## src/rtl/alu_md_pkg.sv

```systemverilog
// alu_md_pkg: opcodes, state encoding and shift-width helper for alu_md
package alu_md_pkg;
  localparam logic [3:0] OP_AND   = 4'b0000;
  localparam logic [3:0] OP_OR    = 4'b0001;
  localparam logic [3:0] OP_ADD   = 4'b0010;
  localparam logic [3:0] OP_SRL   = 4'b0011;
  localparam logic [3:0] OP_SUB   = 4'b0110;
  localparam logic [3:0] OP_SLT   = 4'b0111;
  localparam logic [3:0] OP_SLL   = 4'b1000;
  localparam logic [3:0] OP_SRA   = 4'b1001;
  localparam logic [3:0] OP_XOR   = 4'b1010;
  localparam logic [3:0] OP_NOR   = 4'b1011;
  localparam logic [3:0] OP_MULTU = 4'b1100;
  localparam logic [3:0] OP_DIVU  = 4'b1101;
  localparam logic [3:0] OP_MFHI  = 4'b1110;
  localparam logic [3:0] OP_MFLO  = 4'b1111;
  typedef enum logic [1:0] {ST_IDLE, ST_MUL, ST_DIV} state_t;
  function automatic int shw_of(input int w);
    return $clog2(w);
  endfunction
endpackage

```

## src/rtl/alu_md_iter.sv

```systemverilog
// alu_md_iter: shift-add multiply / restoring divide engine; ALU_MD_EARLY_TERM_EN ends MULTU once remaining multiplier bits are zero
module alu_md_iter
  import alu_md_pkg::*;
#(
  parameter int WIDTH = 32,
  parameter int SHW = shw_of(WIDTH)
) (
  input  logic             clk,
  input  logic             rst,
  input  logic             start_mul,
  input  logic             start_div,
  input  logic             flush,
  input  logic [WIDTH-1:0] a,
  input  logic [WIDTH-1:0] b,
  output logic             busy,
  output logic             done,
  output logic [WIDTH-1:0] hi,
  output logic [WIDTH-1:0] lo
);
  state_t state, state_n;
  logic [2*WIDTH-1:0] acc, acc_n, opnd;
  logic [WIDTH-1:0] mplier;
  logic [SHW-1:0] cnt;
  logic [WIDTH:0] trial, diff;
  logic last, mul_last, fin;
  assign last = cnt == SHW'(WIDTH - 1);
`ifdef ALU_MD_EARLY_TERM_EN
  assign mul_last = last || mplier[WIDTH-1:1] == '0;
`else
  assign mul_last = last;
`endif
  assign trial = {acc[2*WIDTH-1:WIDTH], acc[WIDTH-1]};
  assign diff = trial - {1'b0, opnd[WIDTH-1:0]};
  assign fin = state == ST_MUL ? mul_last : state == ST_DIV && last;
  always_ff @(posedge clk or posedge rst)
    if (rst) state <= ST_IDLE;
    else state <= state_n;
  always_comb
    state_n = state == ST_IDLE ? (start_mul ? ST_MUL : start_div ? ST_DIV : ST_IDLE)
            : (flush || fin) ? ST_IDLE : state;
  always_comb begin
    busy = state != ST_IDLE;
    done = fin && !flush;
  end
  always_comb
    acc_n = state == ST_MUL ? acc + (mplier[0] ? opnd : '0)
          : {diff[WIDTH] ? trial[WIDTH-1:0] : diff[WIDTH-1:0], acc[WIDTH-2:0], ~diff[WIDTH]};
  assign hi = acc_n[2*WIDTH-1:WIDTH];
  assign lo = acc_n[WIDTH-1:0];
  always_ff @(posedge clk or posedge rst)
    if (rst) begin
      acc <= '0;
      opnd <= '0;
      mplier <= '0;
      cnt <= '0;
    end else if (start_mul) begin
      acc <= '0;
      opnd <= {{WIDTH{1'b0}}, a};
      mplier <= b;
      cnt <= '0;
    end else if (start_div) begin
      acc <= {{WIDTH{1'b0}}, a};
      opnd <= {{WIDTH{1'b0}}, b};
      cnt <= '0;
    end else if (busy) begin
      acc <= acc_n;
      opnd <= state == ST_MUL ? opnd << 1 : opnd;
      mplier <= mplier >> 1;
      cnt <= cnt + 1'b1;
    end
endmodule

```

## src/rtl/alu_md.sv

```systemverilog
// alu_md: registered ALU with iterative MULTU/DIVU and HI/LO; ALU_MD_EARLY_TERM_EN (in alu_md_iter) shortens MULTU
module alu_md
  import alu_md_pkg::*;
#(
  parameter int WIDTH = 32,
  parameter int SHW = shw_of(WIDTH)
) (
  input  logic             clk,
  input  logic             rst,
  input  logic             in_valid,
  output logic             in_ready,
  input  logic [3:0]       ctl,
  input  logic [WIDTH-1:0] a,
  input  logic [WIDTH-1:0] b,
  input  logic [SHW-1:0]   shamt,
  input  logic             flush,
  output logic             out_valid,
  output logic [WIDTH-1:0] result,
  output logic             ovf
);
  logic accept, start_mul, start_div, busy, done, ovf_c;
  logic [WIDTH-1:0] hi, lo, it_hi, it_lo, sum, dif, res_c;
  assign accept = in_valid && in_ready && !flush;
  assign start_mul = accept && ctl == OP_MULTU;
  assign start_div = accept && ctl == OP_DIVU && b != '0;
  assign in_ready = !busy;
  assign sum = a + b;
  assign dif = a - b;
  alu_md_iter #(.WIDTH(WIDTH), .SHW(SHW)) u_iter (
    .clk(clk), .rst(rst), .start_mul(start_mul), .start_div(start_div), .flush(flush),
    .a(a), .b(b), .busy(busy), .done(done), .hi(it_hi), .lo(it_lo)
  );
  always_comb begin
    res_c = '0;
    ovf_c = 1'b0;
    case (ctl)
      OP_AND:  res_c = a & b;
      OP_OR:   res_c = a | b;
      OP_ADD: begin
        res_c = sum;
        ovf_c = a[WIDTH-1] == b[WIDTH-1] && sum[WIDTH-1] != a[WIDTH-1];
      end
      OP_SUB: begin
        res_c = dif;
        ovf_c = a[WIDTH-1] != b[WIDTH-1] && dif[WIDTH-1] != a[WIDTH-1];
      end
      OP_SLT:  res_c = {{(WIDTH-1){1'b0}}, $signed(a) < $signed(b)};
      OP_SRL:  res_c = b >> shamt;
      OP_SLL:  res_c = b << shamt;
      OP_SRA:  res_c = $signed(b) >>> shamt;
      OP_XOR:  res_c = a ^ b;
      OP_NOR:  res_c = ~(a | b);
      OP_DIVU: res_c = '1;
      OP_MFHI: res_c = hi;
      OP_MFLO: res_c = lo;
      default: ;
    endcase
  end
  always_ff @(posedge clk or posedge rst)
    if (rst) begin
      out_valid <= 1'b0;
      result <= '0;
      ovf <= 1'b0;
      hi <= '0;
      lo <= '0;
    end else if (done) begin
      out_valid <= 1'b1;
      result <= it_lo;
      ovf <= 1'b0;
      hi <= it_hi;
      lo <= it_lo;
    end else if (accept && !start_mul && !start_div) begin
      out_valid <= 1'b1;
      result <= res_c;
      ovf <= ovf_c;
      if (ctl == OP_DIVU) begin
        hi <= a;
        lo <= '1;
      end
    end else out_valid <= 1'b0;
endmodule

```

## config.mk

```make
export PLATFORM = sky130hd
export DESIGN_NAME = alu_md
export DESIGN_NICKNAME = d
export VERILOG_FILES = /design/src/rtl/alu_md_pkg.sv /design/src/rtl/alu_md_iter.sv /design/src/rtl/alu_md.sv
export SDC_FILE = /design/constraint.sdc
export NUM_CORES = 2
export LEC_CHECK = 0
export CORE_MARGIN = 3
export CORE_UTILIZATION = 26
export CTS_BUF_LIST = sky130_fd_sc_hd__clkbuf_8 sky130_fd_sc_hd__clkbuf_16
export CTS_CLUSTER_DIAMETER = 80
export DETAILED_ROUTE_END_ITERATION = 8
export SYNTH_ARGS = -nofsm -noshare
export SYNTH_HDL_FRONTEND = slang
export SYNTH_SLANG_ARGS = --single-unit
```

## constraint.sdc

```tcl
create_clock -name clk -period 18.1 [get_ports clk]
set_input_delay 1.81 -clock clk [delete_from_list [all_inputs] [get_ports clk]]
set_output_delay 1.81 -clock clk [all_outputs]
set_load 0.1 [all_outputs]
```

==> results.toml <==
[clock_network]
cts_setup_buffers = 0
clk_latency_ns = 0.59
cts_buffers = 37
cts_tree = "yes"
htreeDepth = 2
cts.path.max_buffers = 3
cts-resized-gates = 0
cts_sinks = 265
clk_pin_slew_ns = 0.06
postCtsHoldBufs = 0
root_buffer = "clkbuf_16"

[timing]
hold_viol_final = 0
slew_viol_final = 0
rsz0062_at_grt = "false"
max_freq_mhz = 165
worst_slack_ns = 12.03
period_share = 0.335
final.min_clock_period_ns = 6.07
fin_skew_ns = 0.0374
hold_slack_ns = 0.491
worst_slew_pin_slew_ns = 1.11
finalSetupViolations = 0
final.setup.tns_ns = 0
relSlewSlack = 0.260

[yosys]
ys_seq_area_frac = 0.240
ys_seq_elements = 265
synth-async-reset-ratio = 1.00
synth_flop_cell = "dfrtp_1"
synth_area_per_cell_um2 = 7.55
synth.most_common_cell = "nand2_1"
syn_nets = 3933
synth.top_cells.by_area = "dfrtp_1, ha_1, a21oi_1"
ys_warn_count = 0
syn_inst = 3656
synth.distinct_cells = 90
synth-edff-count = 0
synth_top_cells_by_count = "nand2_1, nor2_1, a21oi_1"
synth_top_area_frac = 0.240
synth_area_um2 = 27600
synth_largest_area_cell = "dfrtp_1"

[floorplanning]
start_util = 0.264
fp.coreArea_um2 = 104000
ios = 112
num_rows = 118
die_h_um = 332
design.die.area_um2 = 110000
die_w_um = 332

[critical_path]
timing.rr.start = "u_iter.state[1]"
endpoint_kind = "primary output"
startpoint = "u_iter.state[1]"
cp_max_fo = 55
arrival_ns = 4.26
required_ns = 16.29
critical_path_class = "flip-flop to primary output"
worst_setup_path_start_kind = "flip-flop"

[final_layout]
fin_nets = 3887
drive_gt1_frac = 0.0781
stdcell_area_um2 = 31200
area_growth_pct = 13.1

[power]
combPwrFrac = 0.615
p_int_mw = 2.27
p_switching_mw = 2.30
power.clock.fraction = 0.161
p_total_mw = 4.57
leakagePower_nw = 13.3
powerDensity_nw_per_um2 = 147
power_frac_seq = 0.224
ir_drop_mv = 0.0723
p_sw_frac = 0.502

[route]
avgRoutedWirePerCell_um = 26.5
drc_errors = 0
ant_nets = 0
viasPerCell = 5.84
drt_first_pass_iters = 6
via_count = 29300
routed_wl_um = 133000
drtIter0Drc = 3586

[grt]
grt_overflow_total = 0
grt_max_degree = 88
antenna_found_initial = 4
grt_pass1_wl_um = 193000
track_usage = 0.231
grt_pass1_vias = 27200

[placement]
post-place-ws_ns = 11.68
routabilityCongestion = 1.01
io_buffers = 111
detailed_place.area_um2 = 30000
post-dp-hpwl_um = 101000

[hold_path]
min-delay-start = "lo[28]"
min_path_type = "flip-flop to flip-flop"

[flow_run]
maxCapViolCount = 0

[run_status]
status = "completed"
==> cell type report <==
class,instances,area [µm²]
Fill cell,11300,73200
Multi-Input combinational cell,2936,19300
Tap cell,1380,1730
Sequential cell,265,6630
Clock inverter,21,165
Timing Repair Buffer,195,1710
Inverter,175,664
Clock buffer,45,1050
Antenna cell,1,2.50
==> through the flow <==
step                      cells  utilization
after global placement     4951        0.287
after CTS                  5017        0.299
final                      5018        0.299
after floorplan            3656            -
after global routing       5017        0.299
after detailed placement   4951        0.287
==> power groups by stage <==
stage	Combinational [mW]	Clock [mW]	Sequential (mW)
5_1_grt	3.06	0.777	1.04
3_5_place_dp	2.76	0	1.02
3_3_place_gp	2.74	0	1.02
2_1_floorplan	1.96	0	1.05
4_1_cts	2.77	0.751	1.01
6_report	2.81	0.736	1.02
==> logic make-up after synthesis <==
group           Yosys count  synth area share
xor+xnor                 95            0.0308
fa+ha+maj               200            0.0918
flops                   265             0.240
buf+inv                 455            0.0651
mux                     135            0.0642
compound gates         1303             0.311
simple gates           1203             0.197
==> flip-flops by register name, summed over array words and instances, names as in the netlist, 2 cells and up <==
signal,flops
u_iter.mplier,32
u_iter.acc,64
u_iter.opnd,64
hi,32
u_iter.state,2
result,32
lo,32
u_iter.cnt,5
==> layer usage <==
metal / track usage / share of wire
met1: 0.319 / 0.43
met2: 0.348 / 0.43
met3: 0.0373 / 0.086
met4: 0.112 / 0.057
met5: 0 / 0.000098
==> critical path, stage by stage (launching register included) <==
cell and delay (ns):
dfrtp_1 0.36, buf_4 0.24, inv_1 0.47, nand2_1 0.17
inv_2 0.49, buf_4 0.64, clkdlybuf4s50_1 1.26
==> path summary, 6_finish.rpt <==
path,endpoint,slack (ns),depth (start not counted)
max,in_ready,12.03,6
min in group asynchronous,u_iter.opnd[57],1.78,2
max reg2reg,u_iter.opnd[10],13.16,11
min reg2reg,lo[28],0.49,1
min,lo[28],0.49,1
max in group asynchronous,result[13],14.13,4
==> placed cells by master, fill, tap and decap left out, types with 61 or more instances in the layout <==
cell type        count
a21oi_1            348
nand2_1            415
buf_4               89
a22oi_1             95
dfrtp_1            265
xnor2_1             61
a21o_1              64
inv_1              180
mux2i_1             61
nand3_1             74
clkdlybuf4s50_1    102
a31oi_1             82
o21ai_0            239
ha_1               196
nor2_1             367
and2_1              83
Note: power is estimated with default switching activity, not from simulation.
